### src/rtl/idu_exu_stage_pkg.sv
// Shared types and constants for the IDU->EXU pipeline register.
package idu_exu_stage_pkg;

  localparam int unsigned DecInfoWidth = 32;

  localparam int unsigned XLen      = 32;
  localparam int unsigned RegAddrW  = 5;
  localparam int unsigned HoldCntW  = 8;
  localparam logic [XLen-1:0] NopInst = 32'h00000001;

  typedef struct packed {
    logic [XLen-1:0]         inst;
    logic [DecInfoWidth-1:0] dec_info;
    logic [XLen-1:0]         imm;
    logic [XLen-1:0]         pc;
    logic [RegAddrW-1:0]     rd;
    logic                    rd_we;
    logic [XLen-1:0]         rs1_data;
    logic [XLen-1:0]         rs2_data;
  } idu_exu_bundle_t;

  // Bundle presented to EXU when no instruction is in the stage.
  function automatic idu_exu_bundle_t bubble_bundle();
    idu_exu_bundle_t b;
    b      = '0;
    b.inst = NopInst;
    return b;
  endfunction

endpackage

### src/rtl/idu_exu_stage_if.sv
// Signal bundle between IDU/GPR/EXU and the idu_exu_stage pipeline register.
interface idu_exu_stage_if;
  import idu_exu_stage_pkg::*;

  logic                    hold_i;
  logic                    flush_i;
  logic                    inst_valid_i;
  logic [XLen-1:0]         inst_i;
  logic [DecInfoWidth-1:0] dec_info_bus_i;
  logic [XLen-1:0]         dec_imm_i;
  logic [XLen-1:0]         dec_pc_i;
  logic [RegAddrW-1:0]     rd_waddr_i;
  logic                    rd_we_i;
  logic [RegAddrW-1:0]     rs1_raddr_i;
  logic [RegAddrW-1:0]     rs2_raddr_i;
  logic [XLen-1:0]         reg1_rdata_i;
  logic [XLen-1:0]         reg2_rdata_i;
  logic                    wb_we_i;
  logic [RegAddrW-1:0]     wb_waddr_i;
  logic [XLen-1:0]         wb_wdata_i;

  logic                    inst_valid_o;
  logic [XLen-1:0]         inst_o;
  logic [DecInfoWidth-1:0] dec_info_bus_o;
  logic [XLen-1:0]         dec_imm_o;
  logic [XLen-1:0]         dec_pc_o;
  logic [RegAddrW-1:0]     rd_waddr_o;
  logic                    rd_we_o;
  logic [XLen-1:0]         reg1_rdata_o;
  logic [XLen-1:0]         reg2_rdata_o;
  logic [HoldCntW-1:0]     hold_cycles_o;

  modport master (
    output hold_i, flush_i, inst_valid_i, inst_i, dec_info_bus_i, dec_imm_i,
           dec_pc_i, rd_waddr_i, rd_we_i, rs1_raddr_i, rs2_raddr_i,
           reg1_rdata_i, reg2_rdata_i, wb_we_i, wb_waddr_i, wb_wdata_i,
    input  inst_valid_o, inst_o, dec_info_bus_o, dec_imm_o, dec_pc_o,
           rd_waddr_o, rd_we_o, reg1_rdata_o, reg2_rdata_o, hold_cycles_o
  );

  modport slave (
    input  hold_i, flush_i, inst_valid_i, inst_i, dec_info_bus_i, dec_imm_i,
           dec_pc_i, rd_waddr_i, rd_we_i, rs1_raddr_i, rs2_raddr_i,
           reg1_rdata_i, reg2_rdata_i, wb_we_i, wb_waddr_i, wb_wdata_i,
    output inst_valid_o, inst_o, dec_info_bus_o, dec_imm_o, dec_pc_o,
           rd_waddr_o, rd_we_o, reg1_rdata_o, reg2_rdata_o, hold_cycles_o
  );

endinterface

### src/rtl/idu_exu_bypass.sv
// Write-back forwarding for one operand: picks EXU write data when it targets
// the operand's source register (x0 never forwards).
module idu_exu_bypass
  import idu_exu_stage_pkg::*;
(
  input  logic                wb_we_i,
  input  logic [RegAddrW-1:0] wb_waddr_i,
  input  logic [XLen-1:0]     wb_wdata_i,
  input  logic [RegAddrW-1:0] raddr_i,
  input  logic [XLen-1:0]     rdata_i,
  output logic [XLen-1:0]     rdata_c
);

  logic hit_c;

  always_comb begin
    hit_c   = wb_we_i && (wb_waddr_i != '0) && (wb_waddr_i == raddr_i);
    rdata_c = hit_c ? wb_wdata_i : rdata_i;
  end

endmodule

### src/rtl/idu_exu_stage.sv
// IDU->EXU pipeline register with hold, flush and bubble insertion.
// Optional macro IDU_EXU_WB_BYPASS_EN forwards EXU write-back into operands.
module idu_exu_stage
  import idu_exu_stage_pkg::*;
(
  input logic           clk,
  input logic           rst_n,
  idu_exu_stage_if.slave bus
);

  logic                valid_q, valid_d;
  idu_exu_bundle_t     bundle_q, bundle_d;
  logic [RegAddrW-1:0] rs1_q, rs1_d;
  logic [RegAddrW-1:0] rs2_q, rs2_d;
  logic [HoldCntW-1:0] hold_cnt_q, hold_cnt_d;
  logic [XLen-1:0]     rs1_data_c, rs2_data_c;

`ifdef IDU_EXU_WB_BYPASS_EN
  // While held, forwarding compares against the stored indices and data.
  logic [RegAddrW-1:0] byp_rs1_addr_c, byp_rs2_addr_c;
  logic [XLen-1:0]     byp_rs1_data_c, byp_rs2_data_c;

  always_comb begin
    byp_rs1_addr_c = bus.hold_i ? rs1_q : bus.rs1_raddr_i;
    byp_rs2_addr_c = bus.hold_i ? rs2_q : bus.rs2_raddr_i;
    byp_rs1_data_c = bus.hold_i ? bundle_q.rs1_data : bus.reg1_rdata_i;
    byp_rs2_data_c = bus.hold_i ? bundle_q.rs2_data : bus.reg2_rdata_i;
  end

  idu_exu_bypass u_byp_rs1 (
    .wb_we_i    (bus.wb_we_i),
    .wb_waddr_i (bus.wb_waddr_i),
    .wb_wdata_i (bus.wb_wdata_i),
    .raddr_i    (byp_rs1_addr_c),
    .rdata_i    (byp_rs1_data_c),
    .rdata_c    (rs1_data_c)
  );

  idu_exu_bypass u_byp_rs2 (
    .wb_we_i    (bus.wb_we_i),
    .wb_waddr_i (bus.wb_waddr_i),
    .wb_wdata_i (bus.wb_wdata_i),
    .raddr_i    (byp_rs2_addr_c),
    .rdata_i    (byp_rs2_data_c),
    .rdata_c    (rs2_data_c)
  );
`else
  logic unused_wb_c;

  always_comb begin
    rs1_data_c  = bus.hold_i ? bundle_q.rs1_data : bus.reg1_rdata_i;
    rs2_data_c  = bus.hold_i ? bundle_q.rs2_data : bus.reg2_rdata_i;
    unused_wb_c = ^{bus.wb_we_i, bus.wb_waddr_i, bus.wb_wdata_i, rs1_q, rs2_q};
  end
`endif

  // Next-state: flush beats hold beats load.
  always_comb begin
    valid_d    = valid_q;
    bundle_d   = bundle_q;
    rs1_d      = rs1_q;
    rs2_d      = rs2_q;
    hold_cnt_d = hold_cnt_q;

    if (bus.flush_i) begin
      valid_d    = 1'b0;
      bundle_d   = bubble_bundle();
      rs1_d      = '0;
      rs2_d      = '0;
      hold_cnt_d = '0;
    end else if (bus.hold_i) begin
      bundle_d.rs1_data = rs1_data_c;
      bundle_d.rs2_data = rs2_data_c;
      hold_cnt_d        = (hold_cnt_q == '1) ? hold_cnt_q : hold_cnt_q + HoldCntW'(1);
    end else begin
      hold_cnt_d = '0;
      if (bus.inst_valid_i) begin
        valid_d           = 1'b1;
        bundle_d.inst     = bus.inst_i;
        bundle_d.dec_info = bus.dec_info_bus_i;
        bundle_d.imm      = bus.dec_imm_i;
        bundle_d.pc       = bus.dec_pc_i;
        bundle_d.rd       = bus.rd_waddr_i;
        bundle_d.rd_we    = bus.rd_we_i;
        bundle_d.rs1_data = rs1_data_c;
        bundle_d.rs2_data = rs2_data_c;
        rs1_d             = bus.rs1_raddr_i;
        rs2_d             = bus.rs2_raddr_i;
      end else begin
        valid_d  = 1'b0;
        bundle_d = bubble_bundle();
        rs1_d    = '0;
        rs2_d    = '0;
      end
    end
  end

  always_ff @(posedge clk or negedge rst_n) begin
    if (!rst_n) begin
      valid_q    <= 1'b0;
      bundle_q   <= bubble_bundle();
      rs1_q      <= '0;
      rs2_q      <= '0;
      hold_cnt_q <= '0;
    end else begin
      valid_q    <= valid_d;
      bundle_q   <= bundle_d;
      rs1_q      <= rs1_d;
      rs2_q      <= rs2_d;
      hold_cnt_q <= hold_cnt_d;
    end
  end

  assign bus.inst_valid_o   = valid_q;
  assign bus.inst_o         = bundle_q.inst;
  assign bus.dec_info_bus_o = bundle_q.dec_info;
  assign bus.dec_imm_o      = bundle_q.imm;
  assign bus.dec_pc_o       = bundle_q.pc;
  assign bus.rd_waddr_o     = bundle_q.rd;
  assign bus.rd_we_o        = bundle_q.rd_we;
  assign bus.reg1_rdata_o   = bundle_q.rs1_data;
  assign bus.reg2_rdata_o   = bundle_q.rs2_data;
  assign bus.hold_cycles_o  = hold_cnt_q;

endmodule

### src/flat_wrapper.sv
// flat-port wrapper written by rule: the top's interface ports become plain ports
module idu_exu_stage_flat import idu_exu_stage_pkg::*;
  (clk, rst_n, bus_hold_i, bus_flush_i, bus_inst_valid_i, bus_inst_i, bus_dec_info_bus_i, bus_dec_imm_i, bus_dec_pc_i, bus_rd_waddr_i, bus_rd_we_i, bus_rs1_raddr_i, bus_rs2_raddr_i, bus_reg1_rdata_i, bus_reg2_rdata_i, bus_wb_we_i, bus_wb_waddr_i, bus_wb_wdata_i, bus_inst_valid_o, bus_inst_o, bus_dec_info_bus_o, bus_dec_imm_o, bus_dec_pc_o, bus_rd_waddr_o, bus_rd_we_o, bus_reg1_rdata_o, bus_reg2_rdata_o, bus_hold_cycles_o);
  idu_exu_stage_if bus_i ();
  input logic clk;
  input logic rst_n;
  input wire logic [$bits(bus_i.hold_i)-1:0] bus_hold_i;
  input wire logic [$bits(bus_i.flush_i)-1:0] bus_flush_i;
  input wire logic [$bits(bus_i.inst_valid_i)-1:0] bus_inst_valid_i;
  input wire logic [$bits(bus_i.inst_i)-1:0] bus_inst_i;
  input wire logic [$bits(bus_i.dec_info_bus_i)-1:0] bus_dec_info_bus_i;
  input wire logic [$bits(bus_i.dec_imm_i)-1:0] bus_dec_imm_i;
  input wire logic [$bits(bus_i.dec_pc_i)-1:0] bus_dec_pc_i;
  input wire logic [$bits(bus_i.rd_waddr_i)-1:0] bus_rd_waddr_i;
  input wire logic [$bits(bus_i.rd_we_i)-1:0] bus_rd_we_i;
  input wire logic [$bits(bus_i.rs1_raddr_i)-1:0] bus_rs1_raddr_i;
  input wire logic [$bits(bus_i.rs2_raddr_i)-1:0] bus_rs2_raddr_i;
  input wire logic [$bits(bus_i.reg1_rdata_i)-1:0] bus_reg1_rdata_i;
  input wire logic [$bits(bus_i.reg2_rdata_i)-1:0] bus_reg2_rdata_i;
  input wire logic [$bits(bus_i.wb_we_i)-1:0] bus_wb_we_i;
  input wire logic [$bits(bus_i.wb_waddr_i)-1:0] bus_wb_waddr_i;
  input wire logic [$bits(bus_i.wb_wdata_i)-1:0] bus_wb_wdata_i;
  output wire logic [$bits(bus_i.inst_valid_o)-1:0] bus_inst_valid_o;
  output wire logic [$bits(bus_i.inst_o)-1:0] bus_inst_o;
  output wire logic [$bits(bus_i.dec_info_bus_o)-1:0] bus_dec_info_bus_o;
  output wire logic [$bits(bus_i.dec_imm_o)-1:0] bus_dec_imm_o;
  output wire logic [$bits(bus_i.dec_pc_o)-1:0] bus_dec_pc_o;
  output wire logic [$bits(bus_i.rd_waddr_o)-1:0] bus_rd_waddr_o;
  output wire logic [$bits(bus_i.rd_we_o)-1:0] bus_rd_we_o;
  output wire logic [$bits(bus_i.reg1_rdata_o)-1:0] bus_reg1_rdata_o;
  output wire logic [$bits(bus_i.reg2_rdata_o)-1:0] bus_reg2_rdata_o;
  output wire logic [$bits(bus_i.hold_cycles_o)-1:0] bus_hold_cycles_o;
  assign bus_i.hold_i = bus_hold_i;
  assign bus_i.flush_i = bus_flush_i;
  assign bus_i.inst_valid_i = bus_inst_valid_i;
  assign bus_i.inst_i = bus_inst_i;
  assign bus_i.dec_info_bus_i = bus_dec_info_bus_i;
  assign bus_i.dec_imm_i = bus_dec_imm_i;
  assign bus_i.dec_pc_i = bus_dec_pc_i;
  assign bus_i.rd_waddr_i = bus_rd_waddr_i;
  assign bus_i.rd_we_i = bus_rd_we_i;
  assign bus_i.rs1_raddr_i = bus_rs1_raddr_i;
  assign bus_i.rs2_raddr_i = bus_rs2_raddr_i;
  assign bus_i.reg1_rdata_i = bus_reg1_rdata_i;
  assign bus_i.reg2_rdata_i = bus_reg2_rdata_i;
  assign bus_i.wb_we_i = bus_wb_we_i;
  assign bus_i.wb_waddr_i = bus_wb_waddr_i;
  assign bus_i.wb_wdata_i = bus_wb_wdata_i;
  assign bus_inst_valid_o = bus_i.inst_valid_o;
  assign bus_inst_o = bus_i.inst_o;
  assign bus_dec_info_bus_o = bus_i.dec_info_bus_o;
  assign bus_dec_imm_o = bus_i.dec_imm_o;
  assign bus_dec_pc_o = bus_i.dec_pc_o;
  assign bus_rd_waddr_o = bus_i.rd_waddr_o;
  assign bus_rd_we_o = bus_i.rd_we_o;
  assign bus_reg1_rdata_o = bus_i.reg1_rdata_o;
  assign bus_reg2_rdata_o = bus_i.reg2_rdata_o;
  assign bus_hold_cycles_o = bus_i.hold_cycles_o;
  idu_exu_stage u_core (.clk(clk), .rst_n(rst_n), .bus(bus_i));
endmodule
### config.mk
export PLATFORM = sky130hd
export DESIGN_NAME = idu_exu_stage_flat
export DESIGN_NICKNAME = d
export VERILOG_FILES = /design/src/rtl/idu_exu_stage_pkg.sv /design/src/rtl/idu_exu_stage_if.sv /design/src/rtl/idu_exu_bypass.sv /design/src/rtl/idu_exu_stage.sv /design/src/flat_wrapper.sv
export SDC_FILE = /design/constraint.sdc
export NUM_CORES = 1
export LEC_CHECK = 0
export ABC_AREA = 1
export CAP_MARGIN = 10
export CORE_AREA = 2 2 179 181
export DETAILED_ROUTE_END_ITERATION = 6
export DIE_AREA = 0 0 181 183
export GPL_TIMING_DRIVEN = 0
export SLEW_MARGIN = 30
export SYNTH_ARGS = -nofsm -noshare
export SYNTH_HDL_FRONTEND = slang
export SYNTH_SLANG_ARGS = --single-unit
export TNS_END_PERCENT = 30
### constraint.sdc
create_clock -name clk -period 1.6 [get_ports clk]
set_clock_uncertainty 0.05 [all_clocks]
set_input_delay 0.32 -clock clk [delete_from_list [all_inputs] [get_ports clk]]
set_output_delay 0.32 -clock clk [all_outputs]
set_load 0.01 [all_outputs]
Word-level counts from Yosys, hierarchy flattened
Index checks and enable logic that the tools add are counted.
Widths: inputs -> output; s select.
Cells by class
  shift operators: 0
  multiply operators: 0
  mux-type cells: 12
  div/mod/pow operators: 0
  reduce and logical (&&, ||, !) cells: 0
  add/sub/neg operators: 1
  equal/unequal tests: 3
  magnitude comparators: 0
  bitwise logic cells: 0
Operator list (count)
  $mux 198: 2
  $mux 134: 1
  $mux 32: 2
  $mux 64: 1
  $mux 8: 3
  $add 8x1->8 const B: 1
  $eq 8x8->1 const B: 1
  $mux 1: 3
  $ne 3x3->1 const B: 1
  $ne 2x1->1 const B: 1
Word-level totals
  logic and storage cells: 26
  input bits: 251
  memories: 0
  bits in read-only memories: 0
  output and inout bits: 207
  latch bits: 0
  RAM bits: 0
  bits in registers: 207

Logic depth before layout (Yosys ltp)
  word-level depth: 4
  mapped depth: 7
  mapped depth without buffers: 7

Worst setup path after synthesis
OpenSTA, ideal clock, no wires.
  path kind: flip-flop to flip-flop
  from: register u_core.hold_cnt_q[0], in the netlist u_core.bus.hold_cycles_o[0]
  to: register u_core.hold_cnt_q[4], in the netlist u_core.bus.hold_cycles_o[4]
  path buffers: 0
  library setup time: 0.121 ns
  cell stages (with the launch flop): 7
  data arrival time: 1.189 ns
  setup slack: 0.240 ns
  clock period less this slack: 1.360 ns
  data required time: 1.429 ns
  cells stage by stage: dfrtp_1 ha_1 nand2_1 nor2_1 or2_2 nand4_1 nand2_1
On the way
  word-level cells in the longest chain between the ends: 4
  elaborated cells on any way between the ends: 6
  classes of those cells: 1 x add/sub; 2 x eq/ne; 3 x mux
RTL lines
  start, declared: line idu_exu_stage.sv:15  | logic [HoldCntW-1:0] hold_cnt_q, hold_cnt_d;
  start signal, assigned: line idu_exu_stage.sv:110  | hold_cnt_q <= hold_cnt_d;
  $add 8x1->8: line idu_exu_stage.sv:74  | hold_cnt_d = (hold_cnt_q == '1) ? hold_cnt_q : hold_cnt_q + HoldCntW'(1);
  $mux 8: line idu_exu_stage.sv:74
  $mux 8: line idu_exu_stage.sv:71  | end else if (bus.hold_i) begin
  $mux 8: line idu_exu_stage.sv:65  | if (bus.flush_i) begin
Parallel ways exist; a longest one is shown, timed or not. The select of a mux whose other input is x is not followed.
A chain may end at the register's enable or synchronous reset.

Worst setup path after layout
  from: register u_core.bundle_q (netlist bit u_core.bus.inst_o[10])
  to: output bus_inst_o[10]
RTL lines
  start, declared: line idu_exu_stage.sv:12  | idu_exu_bundle_t bundle_q, bundle_d;
  start signal, assigned: line idu_exu_stage.sv:101  | bundle_q <= bubble_bundle();
  start signal, assigned: line idu_exu_stage.sv:107  | bundle_q <= bundle_d;
  end, declared: line flat_wrapper.sv:24  | output wire logic [$bits(bus_i.inst_o)-1:0] bus_inst_o;
No word-level cell between the ends.

==> qor.csv <==
stage;metric;value;unit
worst_setup_path;path_cells;dlygate4sd2_1;
detailed_routing;drt-total-wl;25.39;mm
pwr;totalPowerFinal;0.01328;W
worst_setup_path;crit_type;flip-flop to primary output;
cells_and_area;nNetsFinal;1205;
worst_setup_path;r2r_cells;7;
die;die_y;183;microns
synthesis;syn-num-nets;760;
global_routing;grt_remaining_overflow;0;
detailed_routing;dr_total_vias;6098;
timing;post-route-period-util;97.61;%
worst_setup_path;crit_slowest_cell;dfrtp_1;
synthesis;yosys.cell_count.top_type;dfrtp_1;
detailed_routing;drtIter0Drc;222;
worst_setup_path;crit_family;flip-flops;
status;status;finished clean;
synthesis;yosys-top-cells-count;dfrtp_1, a22o_1, buf_2;
worst_setup_path;crit_buf_inv;1;
min_path;hold_path.class;input port to async pin;
pwr;p_leak;6.440;nW
global_routing;grt_antenna_before_repair;0;
synthesis;yosysTopAreaCellShare;68.72;%
timing;worstMarginPinSlew;612.6;ps
global_routing;grt_pass1_wl;38.89;mm
synthesis;ys_seq_area_share;69.07;%
synthesis;synthCells;508;
clock_tree;clkSlewWorstSetupHoldPaths;60;ps
timing;setup_violations;0;
cells_and_area;area_growth;72.51;%
die;io_pins;458;
synthesis;synthTopCellsByArea;dfrtp_1, a22o_1, buf_6;
synthesis;synth_area_per_cell;14.77;sq um
synthesis;synthArstFlopShare;100.0;%
synthesis;syn_area;7501;sq um
clock_tree;clockRootBuffer;clkbuf_16;
clock_tree;cts_tree;yes;
worst_setup_path;cp_max_fo;2;
placement;port-buffer-count;409;
timing;max_freq;640.3;MHz
detailed_routing;via_per_inst;4.441;
placement;dp_hpwl;18.90;mm
die;core;31230;sq um
worst_setup_path;cp-start-kind;flip-flop;
pwr;cellPowerDensity;1026;nW/um^2
synthesis;synth_area_leader_cell;dfrtp_1;
cells_and_area;postLayoutCoreUtil;41.43;%
worst_setup_path;rr_startpoint;u_core.bus.hold_cycles_o[0];
placement;routabilityCongestion;0.7666;
die;die_x;181;microns
clock_tree;worstSkewPairLatency;510;ps
timing;rsz0062_at_grt;false;
synthesis;yosys_register_bits;207;
run;cap_violations;0;
detailed_routing;ant_nets;0;
worst_setup_path;crit_start;u_core.bus.inst_o[10];
synthesis;synth-edff-count;0;
clock_tree;clock_sinks;207;
worst_setup_path;max_stage_delay;380;ps
synthesis;synth_flop_cell;dfrtp_1;
clock_tree;clockBufferDepth;3;
timing;fin_crit;1562;ps
pwr;peakVddDrop;591.3;uV
clock_tree;htreeDepth;1;
worst_setup_path;arrival;1190;ps
cells_and_area;layout-drive-gt1-share;11.23;%
cells_and_area;num_antenna_cells;0;
die;initial_core_util;24.02;%
global_routing;first_global_vias;6594;
worst_setup_path;cp.depth;1;
die;dieArea;33120;sq um
die;row_count;65;
worst_setup_path;timing.rr.end;u_core.bus.hold_cycles_o[4];
timing;finalHoldViolations;0;
timing;fin_tns_setup;0;ps
global_routing;grt_max_degree;84;
synthesis;yosysUniqueCellTypes;21;
timing;slew_viol_final;0;
worst_setup_path;rrSetupSlack;80;ps
global_routing;gr-usage-all-layers;14.76;%
worst_setup_path;worstPathRequired;1230;ps
detailed_routing;drc_errors;0;
timing;slew_headroom;59.16;%
detailed_routing;dr.pass1.iters;4;
worst_setup_path;crit_path_end_kind;primary output;
detailed_routing;wire_per_inst;18.49;microns
synthesis;yosysWarnings;0;
clock_tree;cts_made_buffers;25;
[worst max-delay path by stage]
stage / to / slack [ps]
after detailed placement: u_core.bus.dec_imm_o[22] / -450
after global placement: u_core.bus.dec_info_bus_o[21] / -8840
after floorplan: u_core.bus.hold_cycles_o[4] / 240
after global routing: bus_reg2_rdata_o[16] / 0.2
after CTS: bus_reg1_rdata_o[19] / 0.3
final: bus_inst_o[10] / 40
[area by class of cell]
cell class	count	area (sq um)
buffer	43	314.1
clock buffer	36	747.0
clock inverter	9	128.9
fill	2998	18290
inverter	11	41.29
multi-input combinational	247	1967
sequential	207	5182
tap	402	503.0
timing repair buffer	418	4056
[state kept, by name (all words and copies together), names as in the netlist]
register and count:
u_core.bus.reg2_rdata_o 32, u_core.bus.rd_we_o 1, u_core.bus.inst_valid_o 1, u_core.bus.inst_o 32
u_core.bus.dec_pc_o 32, u_core.bus.dec_info_bus_o 32, u_core.bus.reg1_rdata_o 32, u_core.bus.dec_imm_o 32
u_core.bus.rd_waddr_o 5, u_core.bus.hold_cycles_o 8
[layout by cell type (no fill, tap or decap), drive strengths merged]
master,n
inv,12
nand4,2
clkdlybuf4s15,88
or2,1
dlygate4sd3,1
clkinvlp,1
ha,1
o21ai,5
nand3,9
nand2,20
clkbuf,40
a21oi,1
dlygate4sd2,116
a22o,197
nor3,1
buf,51
nor2,9
bufinv,3
dfstp,1
clkdlybuf4s50,201
dfrtp,206
clkinv,4
o22a,1
[repair_timing]
item,in CTS,in global routing
pin swaps,0,0
endpoints found under the setup margin,207,71
hold buffers,1,0
gates resized for setup,257,54
hold endpoints to repair,76,0
buffers inserted,6,0
[layer usage]
layer	part of all wire [%]	up-vias	wire (microns)	global-route usage (%)
met3	7.8	34	1985	4.031
met4	1.9	0	488	3.707
met1	40	2997	10160	17.84
met2	50	249	12760	26.11
li1	-	2818	-	-
met5	0	-	0	0
[power by group]
part	internal [W]	switching, W
Combinational	0.000961	0.000719
Clock	0.00372	0.00224
Sequential	0.00550	0.000141
[cells by family after synthesis]
group / Yosys count / share of synthesized area (%)
adder cells (fa/ha/maj): 1 / 0.1668
AO/OA/AOI/OAI: 204 / 23.52
AND/OR/NAND/NOR: 42 / 2.535
buffers and inverters: 54 / 4.704
flip-flops: 207 / 69.07
[through the flow]
stage / hold slack (ps) / setup WS, ps / cell area (sq um) / instances
floorplan: -25.59 / 240.0 / 7501 / 508
global placement: 415.4 / -8836 / 12100 / 1319
detailed placement: 298.3 / -453.1 / 12160 / 1321
CTS: 300.4 / 0.2870 / 12880 / 1373
global route: 324.4 / 0.1509 / 12940 / 1373
finish: 323.4 / 38.26 / 12940 / 1373
No activity file was read; power rests on OpenSTA's default activity.
